File: config.mk
export PLATFORM = sky130hd
export DESIGN_NAME = i2s_tx_ctrl_flat
export DESIGN_NICKNAME = d
export VERILOG_FILES = /design/src/rtl/i2s_pkg.sv /design/src/rtl/i2s_tx_ctrl_if.sv /design/src/rtl/i2s_frame_timer.sv /design/src/rtl/i2s_tx_ctrl.sv /design/src/flat_wrapper.sv
export SDC_FILE = /design/constraint.sdc
export NUM_CORES = 1
export LEC_CHECK = 0
export ABC_AREA = 1
export CORE_MARGIN = 10
export CORE_UTILIZATION = 50
export CTS_BUF_LIST = sky130_fd_sc_hd__clkbuf_16
export CTS_CLUSTER_SIZE = 28
export DETAILED_ROUTE_END_ITERATION = 10
export PLACE_DENSITY = 0.72
export SLEW_MARGIN = 20
export SYNTH_ARGS = -nofsm -noshare
export SYNTH_HDL_FRONTEND = slang
export SYNTH_HIERARCHICAL = 1
export SYNTH_SLANG_ARGS = --single-unit
File: constraint.sdc
create_clock -name mclk -period 8.6 [get_ports mclk]
set_clock_uncertainty 0.2 [all_clocks]
set_input_delay 0.86 -clock mclk [delete_from_list [all_inputs] [get_ports mclk]]
set_output_delay 0.86 -clock mclk [all_outputs]
set_load 0.01 [all_outputs]
File: src/rtl/i2s_pkg.sv
`default_nettype none
// ============================================================================
// Module      : i2s_pkg
// Description : Shared constants, sample-pair type and slot-size helper for
//               the I2S transmit controller.
// Revision    : 1.0 - initial release
// ============================================================================
package i2s_pkg;

    localparam int CNT_W        = 11;
    localparam int MAX_SAMPLE_W = 32;

    // Samples are stored left-justified so one type covers any width up to 32
    typedef struct packed {
        logic [MAX_SAMPLE_W-1:0] left;
        logic [MAX_SAMPLE_W-1:0] right;
    } sample_pair_t;

    function automatic int slot_bits(input int div_lrck, input int div_sclk);
        return div_lrck / (2 * div_sclk);
    endfunction

endpackage
`default_nettype wire

File: src/rtl/i2s_tx_ctrl_if.sv
`default_nettype none
// ============================================================================
// Module      : i2s_tx_ctrl_if
// Description : Valid/ready sample-pair stream into the I2S transmit controller.
// Revision    : 1.0 - initial release
// ============================================================================
interface i2s_tx_ctrl_if #(
    parameter int SAMPLE_WIDTH = 24
);
    logic                    s_valid;
    logic                    s_ready;
    logic [SAMPLE_WIDTH-1:0] s_left;
    logic [SAMPLE_WIDTH-1:0] s_right;

    modport master (output s_valid, output s_left, output s_right, input  s_ready);
    modport slave  (input  s_valid, input  s_left, input  s_right, output s_ready);
endinterface
`default_nettype wire

File: src/rtl/i2s_frame_timer.sv
`default_nettype none
// ============================================================================
// Module      : i2s_frame_timer
// Description : Free-running MCLK frame counter with registered LRCK/SCLK and
//               next-cycle bit-index decode for the serialiser.
// Revision    : 1.0 - initial release
// ============================================================================
module i2s_frame_timer
    import i2s_pkg::*;
#(
    parameter int MCLK_DIV_LRCK = 256,
    parameter int MCLK_DIV_SCLK = 4
) (
    input  wire logic             mclk,
    input  wire logic             arstn,
    output logic                  lrck,
    output logic                  sclk,
    output logic                  frame_last,
    output logic                  bit_load,
    output logic [CNT_W-1:0]      bit_next
);
    localparam logic [CNT_W-1:0] C_LAST       = CNT_W'(MCLK_DIV_LRCK - 1);
    localparam logic [CNT_W-1:0] C_HALF_FRAME = CNT_W'(MCLK_DIV_LRCK / 2);
    localparam logic [CNT_W-1:0] C_DIV_SCLK   = CNT_W'(MCLK_DIV_SCLK);
    localparam logic [CNT_W-1:0] C_HALF_SCLK  = CNT_W'(MCLK_DIV_SCLK / 2);

    logic [CNT_W-1:0] r_mc;
    logic [CNT_W-1:0] w_mc_next;
    logic [CNT_W-1:0] w_phase_next;

    always_comb begin
        w_mc_next    = (r_mc == C_LAST) ? '0 : r_mc + CNT_W'(1);
        w_phase_next = w_mc_next % C_DIV_SCLK;
    end

    assign frame_last = (r_mc == C_LAST);
    assign bit_load   = (w_phase_next == '0);
    assign bit_next   = w_mc_next / C_DIV_SCLK;

    // Pins are decoded from the next count so they line up with r_mc
    always_ff @(posedge mclk or negedge arstn) begin
        if (!arstn) begin
            r_mc <= '0;
            lrck <= 1'b0;
            sclk <= 1'b0;
        end else begin
            r_mc <= w_mc_next;
            lrck <= (w_mc_next >= C_HALF_FRAME);
            sclk <= (w_phase_next >= C_HALF_SCLK);
        end
    end

endmodule
`default_nettype wire

File: src/rtl/i2s_tx_ctrl.sv
`default_nettype none
// ============================================================================
// Module      : i2s_tx_ctrl
// Description : Stereo Philips-I2S transmitter: one-deep pair buffer, frame
//               register and MSB-first serialiser. Optional macro
//               I2S_TX_REPEAT_ON_UNDERRUN_EN repeats the last pair on underrun.
// Revision    : 1.0 - initial release
// ============================================================================
module i2s_tx_ctrl
    import i2s_pkg::*;
#(
    parameter int MCLK_DIV_LRCK = 256,
    parameter int MCLK_DIV_SCLK = 4,
    parameter int SAMPLE_WIDTH  = 24
) (
    input  wire logic       mclk,
    input  wire logic       arstn,
    i2s_tx_ctrl_if.slave    s,
    output logic            lrck,
    output logic            sclk,
    output logic            sdata,
    output logic            underrun
);
    localparam int               SLOT    = slot_bits(MCLK_DIV_LRCK, MCLK_DIV_SCLK);
    localparam int               IDX_W   = $clog2(MAX_SAMPLE_W);
    localparam logic [CNT_W-1:0] C_SLOT  = CNT_W'(SLOT);
    localparam logic [CNT_W-1:0] C_SW    = CNT_W'(SAMPLE_WIDTH);
    localparam logic [CNT_W-1:0] C_MAXW  = CNT_W'(MAX_SAMPLE_W);

    logic                w_frame_last;
    logic                w_bit_load;
    logic [CNT_W-1:0]    w_bit_next;
    logic                w_handshake;
    sample_pair_t        w_in_pair;
    logic [CNT_W-1:0]    w_pos;
    logic [MAX_SAMPLE_W-1:0] w_chan;
    logic [IDX_W-1:0]    w_idx;
    logic                w_bit;

    logic                r_buf_full;
    sample_pair_t        r_buf_pair;
    sample_pair_t        r_frame;
    logic                r_sdata;
    logic                r_underrun;

    i2s_frame_timer #(
        .MCLK_DIV_LRCK (MCLK_DIV_LRCK),
        .MCLK_DIV_SCLK (MCLK_DIV_SCLK)
    ) u_timer (
        .mclk       (mclk),
        .arstn      (arstn),
        .lrck       (lrck),
        .sclk       (sclk),
        .frame_last (w_frame_last),
        .bit_load   (w_bit_load),
        .bit_next   (w_bit_next)
    );

    assign s.s_ready   = !r_buf_full;
    assign w_handshake = s.s_valid && !r_buf_full;

    always_comb begin
        w_in_pair.left  = MAX_SAMPLE_W'(s.s_left)  << (MAX_SAMPLE_W - SAMPLE_WIDTH);
        w_in_pair.right = MAX_SAMPLE_W'(s.s_right) << (MAX_SAMPLE_W - SAMPLE_WIDTH);
    end

    // Slot position 0 is the one-bit I2S delay; positions past the sample are padding
    always_comb begin
        w_pos  = w_bit_next;
        w_chan = r_frame.left;
        if (w_bit_next >= C_SLOT) begin
            w_pos  = w_bit_next - C_SLOT;
            w_chan = r_frame.right;
        end
        w_idx = IDX_W'(C_MAXW - w_pos);
        w_bit = 1'b0;
        if ((w_pos != '0) && (w_pos <= C_SW)) begin
            w_bit = w_chan[w_idx];
        end
    end

    always_ff @(posedge mclk or negedge arstn) begin
        if (!arstn) begin
            r_buf_full <= 1'b0;
            r_buf_pair <= '0;
            r_frame    <= '0;
            r_sdata    <= 1'b0;
            r_underrun <= 1'b0;
        end else begin
            r_underrun <= 1'b0;
            if (w_frame_last) begin
                if (r_buf_full) begin
                    r_frame    <= r_buf_pair;
                    r_buf_full <= 1'b0;
                end else if (w_handshake) begin
                    r_frame <= w_in_pair;
                end else begin
                    r_underrun <= 1'b1;
`ifdef I2S_TX_REPEAT_ON_UNDERRUN_EN
                    r_frame <= r_frame;
`else
                    r_frame <= '0;
`endif
                end
            end else if (w_handshake) begin
                r_buf_pair <= w_in_pair;
                r_buf_full <= 1'b1;
            end
            if (w_bit_load) begin
                r_sdata <= w_bit;
            end
        end
    end

    assign sdata    = r_sdata;
    assign underrun = r_underrun;

endmodule
`default_nettype wire

File: src/flat_wrapper.sv
// flat-port wrapper written by rule: the top's interface ports become plain ports
module i2s_tx_ctrl_flat import i2s_pkg::*;
#(
    parameter int MCLK_DIV_LRCK = 256,
    parameter int MCLK_DIV_SCLK = 4,
    parameter int SAMPLE_WIDTH  = 24
)
  (mclk, arstn, lrck, sclk, sdata, underrun, s_s_valid, s_s_left, s_s_right, s_s_ready);
  i2s_tx_ctrl_if #(.SAMPLE_WIDTH(SAMPLE_WIDTH)) s_i ();
  input  wire logic mclk;
  input  wire logic arstn;
  output logic lrck;
  output logic sclk;
  output logic sdata;
  output logic underrun;
  input wire logic [$bits(s_i.s_valid)-1:0] s_s_valid;
  input wire logic [$bits(s_i.s_left)-1:0] s_s_left;
  input wire logic [$bits(s_i.s_right)-1:0] s_s_right;
  output wire logic [$bits(s_i.s_ready)-1:0] s_s_ready;
  assign s_i.s_valid = s_s_valid;
  assign s_i.s_left = s_s_left;
  assign s_i.s_right = s_s_right;
  assign s_s_ready = s_i.s_ready;
  i2s_tx_ctrl #(.MCLK_DIV_LRCK(MCLK_DIV_LRCK), .MCLK_DIV_SCLK(MCLK_DIV_SCLK), .SAMPLE_WIDTH(SAMPLE_WIDTH)) u_core (.mclk(mclk), .arstn(arstn), .s(s_i), .lrck(lrck), .sclk(sclk), .sdata(sdata), .underrun(underrun));
endmodule
==> flow_summary.toml, run 1 <==
[synthesis]
yosys.cell_types.count = 34
syn_inst = 603
yosysSeqAreaShare_pct = 50.4
synthFlopType = "dfrtp_1"
synth_edf_count = 0
synthTopCellsByArea = "dfrtp_1 (50%), mux2_2 (9.6%), a21oi_1 (8.5%), nand2_1 (6.8%), nand3_1 (5.3%)"
syn_area_um2 = 5510
yosysWarnings = 6
yosysTopAreaCellShare_pct = 50.4
ys_ff_latch = 111
ys_top_cells_by_count = "dfrtp_1 (111), nand2_1 (100), a21oi_1 (94)"
yosysTopAreaCell = "dfrtp_1"
syn_area_per_cell_um2 = 9.14
yosysMostFrequentCell = "dfrtp_1"
ys_async_sr_fraction_pct = 100

[floorplan]
num_rows = 38
coreArea_um2 = 10800
fp.dieH_um = 125
die-area_um2 = 15600
pin_count = 56
fp.dieW_um = 125
start_util_pct = 51.1

[layout]
num-nets-final = 687
drive_above_1_share_pct = 14.6
antenna_cells = 0
register_area_um2 = 2780
areaGrowthSynthToFinish_pct = 15.1
fillers = 953
multi_input_area_um2 = 2320

[clocking]
cts_setup_buffers = 0
tritoncts = "yes"
cts.sinks = 111
insertion_delay_ps = 340
cts-root-buf = "clkbuf_16"
cts_made_buffers = 9
htree_levels = 3
path_clk_slew_ps = 80
postCtsHoldBufs = 0
ctsResizeCount = 0
clk_path_buf_depth = 2

[worst_setup_path]
startpoint_type = "register"
worstPathArrival_ps = 3830
critPathMaxFanout = 47
crit_type = "reg2reg"
required_ps = 8680
end_kind = "register"

[place]
place_congestion = 0.822
pre_cts_ws_ps = 4430
io_buffers = 55
hpwl_um = 8270

[detailed_routing]
wl_um = 12400
firstDrtPassIters = 4
vias = 4263
drtAntennaViolNets = 0
wl_per_cell_um = 16.0
drc_errors = 0
via_per_inst = 5.49
first_iter_violations = 280

[power]
powerDensity_nw_per_um2 = 157
p_leak_uw = 0.00300
vdd_drop_max_mv = 0.122
p_total_uw = 999

[global_routing]
track_usage_pct = 15.4
grt_pass1_wl_um = 20900
grt.overflow.total = 0
antenna_found_initial = 0
grt_pass1_vias = 4328
grt_start_max_net_pins = 59

[timing]
period_needed_ps = 3760
fmax_mhz = 266
slew_headroom_pct = 51.3
tightest_slew_ps = 730
setup_violations = 0
timing.final.ws_setup_ps = 4840
drv_slew = 0
rsz0062_at_grt = "false"
tns_ps = 0
post-route-period-util_pct = 43.7
holdWs_ps = 266
hold_violations = 0

[run]
max_cap_violations = 0

[min_path]
worstHoldPathType = "reg2reg"

[run_status]
status = "complete, no violations"
[registers in the layout, summed over array words and instances (netlist names)]
signal and flops:
u_core/sdata 1, u_core/u_timer/r_mc 11, u_core/r_buf_full 1, u_core/r_frame 48, u_core/r_buf_pair 48, u_core/underrun 1, u_core/u_timer/lrck 1
[metal layers]
metal	vias to the layer above	GRT usage [%]	share of wire, %
met5	-	0	0
met4	0	3.86	0.90
met3	13	2.24	4.0
met2	92	26.2	52
met1	2091	20.0	43
li1	2067	-	-
[path summary, 6_finish.rpt]
check                                  startpoint                      to  slack [ps]  depth (start not counted)
setup / recovery           u_core/u_timer/r_mc[0]            u_core/sdata        4840                         22
hold / removal             u_core/u_timer/r_mc[0]  u_core/u_timer/r_mc[0]         270                          1
setup reg to reg           u_core/u_timer/r_mc[0]            u_core/sdata        4840                         22
hold reg to reg            u_core/u_timer/r_mc[0]  u_core/u_timer/r_mc[0]         270                          1
max in group asynchronous                   arstn            u_core/sdata        6680                          2
min in group asynchronous                   arstn   u_core/r_buf_pair[29]         380                          1
[metrics by stage]
step                util [%]  instances  area (µm²)
floorplan                  -        604        5510
global placement        55.7        759        6010
detailed placement      55.7        759        6010
CTS                     58.5        775        6320
global route            58.8        776        6340
finish                  58.8        776        6340
[power breakdown]
| group | internal, µW | total [µW] | leakage, µW | switching (µW) |
|---|---|---|---|---|
| clock | 230 | 425 | 0.000146 | 195 |
| sequential | 522 | 522 | 0.00128 | 0.262 |
| combinational | 25.3 | 52.1 | 0.00158 | 26.8 |
[layout make-up]
cell class	instances	share of cell area, %
clock inverters	7	1.24
well taps	140	2.76
flip-flops and latches	111	43.8
repair buffers	61	9.55
multi-input cells	406	36.6
inverters	42	2.49
clock buffers	9	3.55
[cells by family after synthesis]
kind of cell    count (synthesis)  synth area share [%]
buf+inv                        87                  7.74
simple gates                  232                  19.1
compound gates                114                  11.0
xor+xnor                        6                 0.954
flops                         111                  50.4
mux                            47                  9.60
other cells                     1                0.0681
fa+ha+maj                       5                  1.14
[worst max-delay path, cell delays in order (launching register included)]
cell,delay (ps)
dfrtp_1,380
ha_1,220
nand2_1,130
nor2_4,180
nand3_1,120
inv_1,70
buf_4,440
nor2_1,110
inv_1,100
ha_1,190
ha_1,150
nand2_1,50
inv_1,80
nand2_4,130
nand3_4,350
nand2_1,170
nand3_1,100
nand3_1,80
nand3_1,90
nand2_1,70
a21oi_2,120
nand3_1,80
nand2_1,60
[placed cells by master (no fill, tap or decap), drive strengths merged]
| master | n |
|---|---|
| a21oi | 95 |
| a22oi | 7 |
| a31oi | 1 |
| buf | 7 |
| bufinv | 1 |
| clkbuf | 9 |
| clkdlybuf4s50 | 54 |
| clkinv | 2 |
| clkinvlp | 1 |
| conb | 2 |
| dfrtp | 111 |
| ha | 5 |
| inv | 45 |
| mux2 | 47 |
| nand2 | 105 |
| nand3 | 61 |
| nand3b | 2 |
| nand4 | 3 |
| nor2 | 56 |
| nor3 | 5 |
| o211ai | 3 |
| o21ai | 7 |
| o221ai | 1 |
| xnor2 | 3 |
| xor2 | 3 |
(Power assumes the default switching activity.)
==> run 2: changes to the inputs <==
Settings changed: PLACE_DENSITY 0.72 to 0.74.
Clock period 8.6 ns to 3 ns, I/O delays scaled along.
==> run 2 against run 1 <==
Effect of this change: final area up 3.6%; sequential share of layout area down 1.5 points; clock-buffer cell count stayed put; clock power rose to 2.5 times the previous value; register-to-register slack got worse by 4800 ps; critical endpoint unchanged.
==> flow_summary.toml, run 2 (synthesized netlist as in run 1, its figures left out) <==
[clocking]
htree_levels = 3
insertion_delay_ps = 350
path_clk_slew_ps = 70
cts.sinks = 111
tritoncts = "yes"
cts_made_buffers = 9
clk_path_buf_depth = 2
cts-root-buf = "clkbuf_16"

[place]
hpwl_um = 8610
place_congestion = 0.888
pre_cts_ws_ps = -100
io_buffers = 55

[worst_setup_path]
crit_top_cell = "nand2_1"
required_ps = 3040
critPathSlowestCell = "dfrtp_1"
critPathMaxFanout = 7
path_buf_inv = 3
cpPeakStageDelay_ps = 410
worstPathArrival_ps = 3000
path_cells = "buf_4 -> nand2_1 -> nor2_4 -> xor2_1 -> nor2_1 -> inv_1 -> ha_2 -> ha_1 -> nand2_1 -> inv_2 -> nand2_8 -> nand3_4 -> a21oi_2 -> o21ai_0 -> nand3_1 -> nand3_1 -> nand2_1 -> nand2_1 -> nand3_1 -> nand2_1"
cp_top_family = "simple AND/OR/NAND/NOR gates"
crit_type = "reg2reg"
end_kind = "register"
startpoint_type = "register"

[layout]
num-nets-final = 703
final_cell_mix = "dfrtp_1 (111), nand2_1 (97), a21oi_1 (92)"
drive_above_1_share_pct = 18.3
top_regs = "u_core/r_buf_pair (48), u_core/r_frame (48), u_core/u_timer/r_mc (11)"
postLayoutCoreUtil_pct = 60.9
layout_commonest_cell = "dfrtp_1"
antenna_cells = 0
areaGrowthSynthToFinish_pct = 19.2

[detailed_routing]
vias = 4423
wl_um = 13100
via_per_inst = 5.58
wl_per_cell_um = 16.5
drc_errors = 0
firstDrtPassIters = 5
dr_wl_met2_um = 6590
first_iter_violations = 284
wl_met3_um = 596
m1WireLength_um = 5630
drtAntennaViolNets = 0
highest_layer = "met4"

[floorplan]
coreArea_um2 = 10800
fp.dieH_um = 125
fp.dieW_um = 125
num_rows = 38
start_util_pct = 51.1
pin_count = 56
die-area_um2 = 15600

[timing]
post-route-period-util_pct = 98.5
timing.final.ws_setup_ps = 44.8
fmax_mhz = 338
period_needed_ps = 2960
slew_headroom_pct = 59.3
hold_violations = 0
setup_violations = 0
drv_slew = 0
holdWs_ps = 164
tightest_slew_ps = 611

[global_routing]
grt_start_max_net_pins = 94
antenna_found_initial = 0
grt.overflow.total = 0
track_usage_pct = 16.2
grt_pass1_wl_um = 21500
grt_pass1_vias = 4456

[power]
powerDensity_nw_per_um2 = 416
vdd_drop_max_mv = 0.276
p_leak_uw = 0.00308

[min_path]
worstHoldPathType = "in2async"

[run_status]
status = "complete, no violations"

[run]
max_cap_violations = 0
run 2: cell types whose count changed in the layout (fill, tap and decap cells not counted), moves of 3 or more:
cell	change
nand3_2	+3
nand3_4	+3
buf_4	+5
inv_1	-4
inv_2	+4
run 2: area by class of cell:
class	count	area, µm²
Inverter	42	163
Clock buffer	9	225
Fill cell	880	4230
Tap cell	140	175
Clock inverter	7	40.0
Timing Repair Buffer	72	744
Multi-Input combinational cell	411	2440
Sequential cell	111	2780
run 2: worst register-to-register path, cell delays in order, from the launching register on:
cell	delay [ps]
dfrtp_1	410
buf_4	150
nand2_1	90
nor2_4	60
xor2_1	150
nor2_1	140
inv_1	90
ha_2	200
ha_1	170
nand2_1	70
inv_2	60
nand2_8	130
nand3_4	130
a21oi_2	190
o21ai_0	140
nand3_1	150
nand3_1	90
nand2_1	90
nand2_1	50
nand3_1	70
nand2_1	40
run 2: power by group:
group	switching (µW)	leakage [µW]	internal (µW)
Sequential	0.791	0.00128	1500
Combinational	80.1	0.00168	78.0
Clock	520	0.000128	556
run 2: path summary, 6_finish.rpt:
path	startpoint	to	slack, ps	cells after the start
max reg2reg	u_core/u_timer/r_mc[1]	u_core/sdata	40	20
min	arstn	u_core/r_buf_pair[30]	160	2
min in group mclk	u_core/r_buf_pair[8]	u_core/r_buf_pair[8]	300	2
min reg2reg	u_core/r_buf_pair[8]	u_core/r_buf_pair[8]	300	2
max in group asynchronous	arstn	u_core/r_buf_pair[15]	1680	3
max	u_core/u_timer/r_mc[1]	u_core/sdata	40	20
run 2: metal layers:
metal,up-vias,GRT usage (%)
met2,135,27.4
met4,0,7.05
met1,2154,19.9
li1,2109,-
met3,25,2.83
met5,-,0
run 2: metrics by stage:
stage,total power (µW),std cells,TNS (ps),instance area [µm²]
finish,2730,792,0,6570
global route,2840,792,-112,6570
CTS,2760,782,0,6380
detailed placement,1680,764,-100,6090
global placement,1670,764,0,6090
floorplan,1570,604,0,5510
run 2: repair_timing:
action                                 in CTS  in global routing
gates resized for setup                     2                 23
gates cloned                                1                  5
endpoints found under the hold margin      18                  0
setup buffers                               0                  5
pin swaps                                   0                 11
setup endpoints to repair                   1                 11
hold buffers                                1                  0
==> run 3: changes to the inputs <==
Settings changed: CTS_CLUSTER_SIZE 28 to 40.
==> results of run 3 <==
No change in the layout: final DEF, timing and power equal those of run 2.
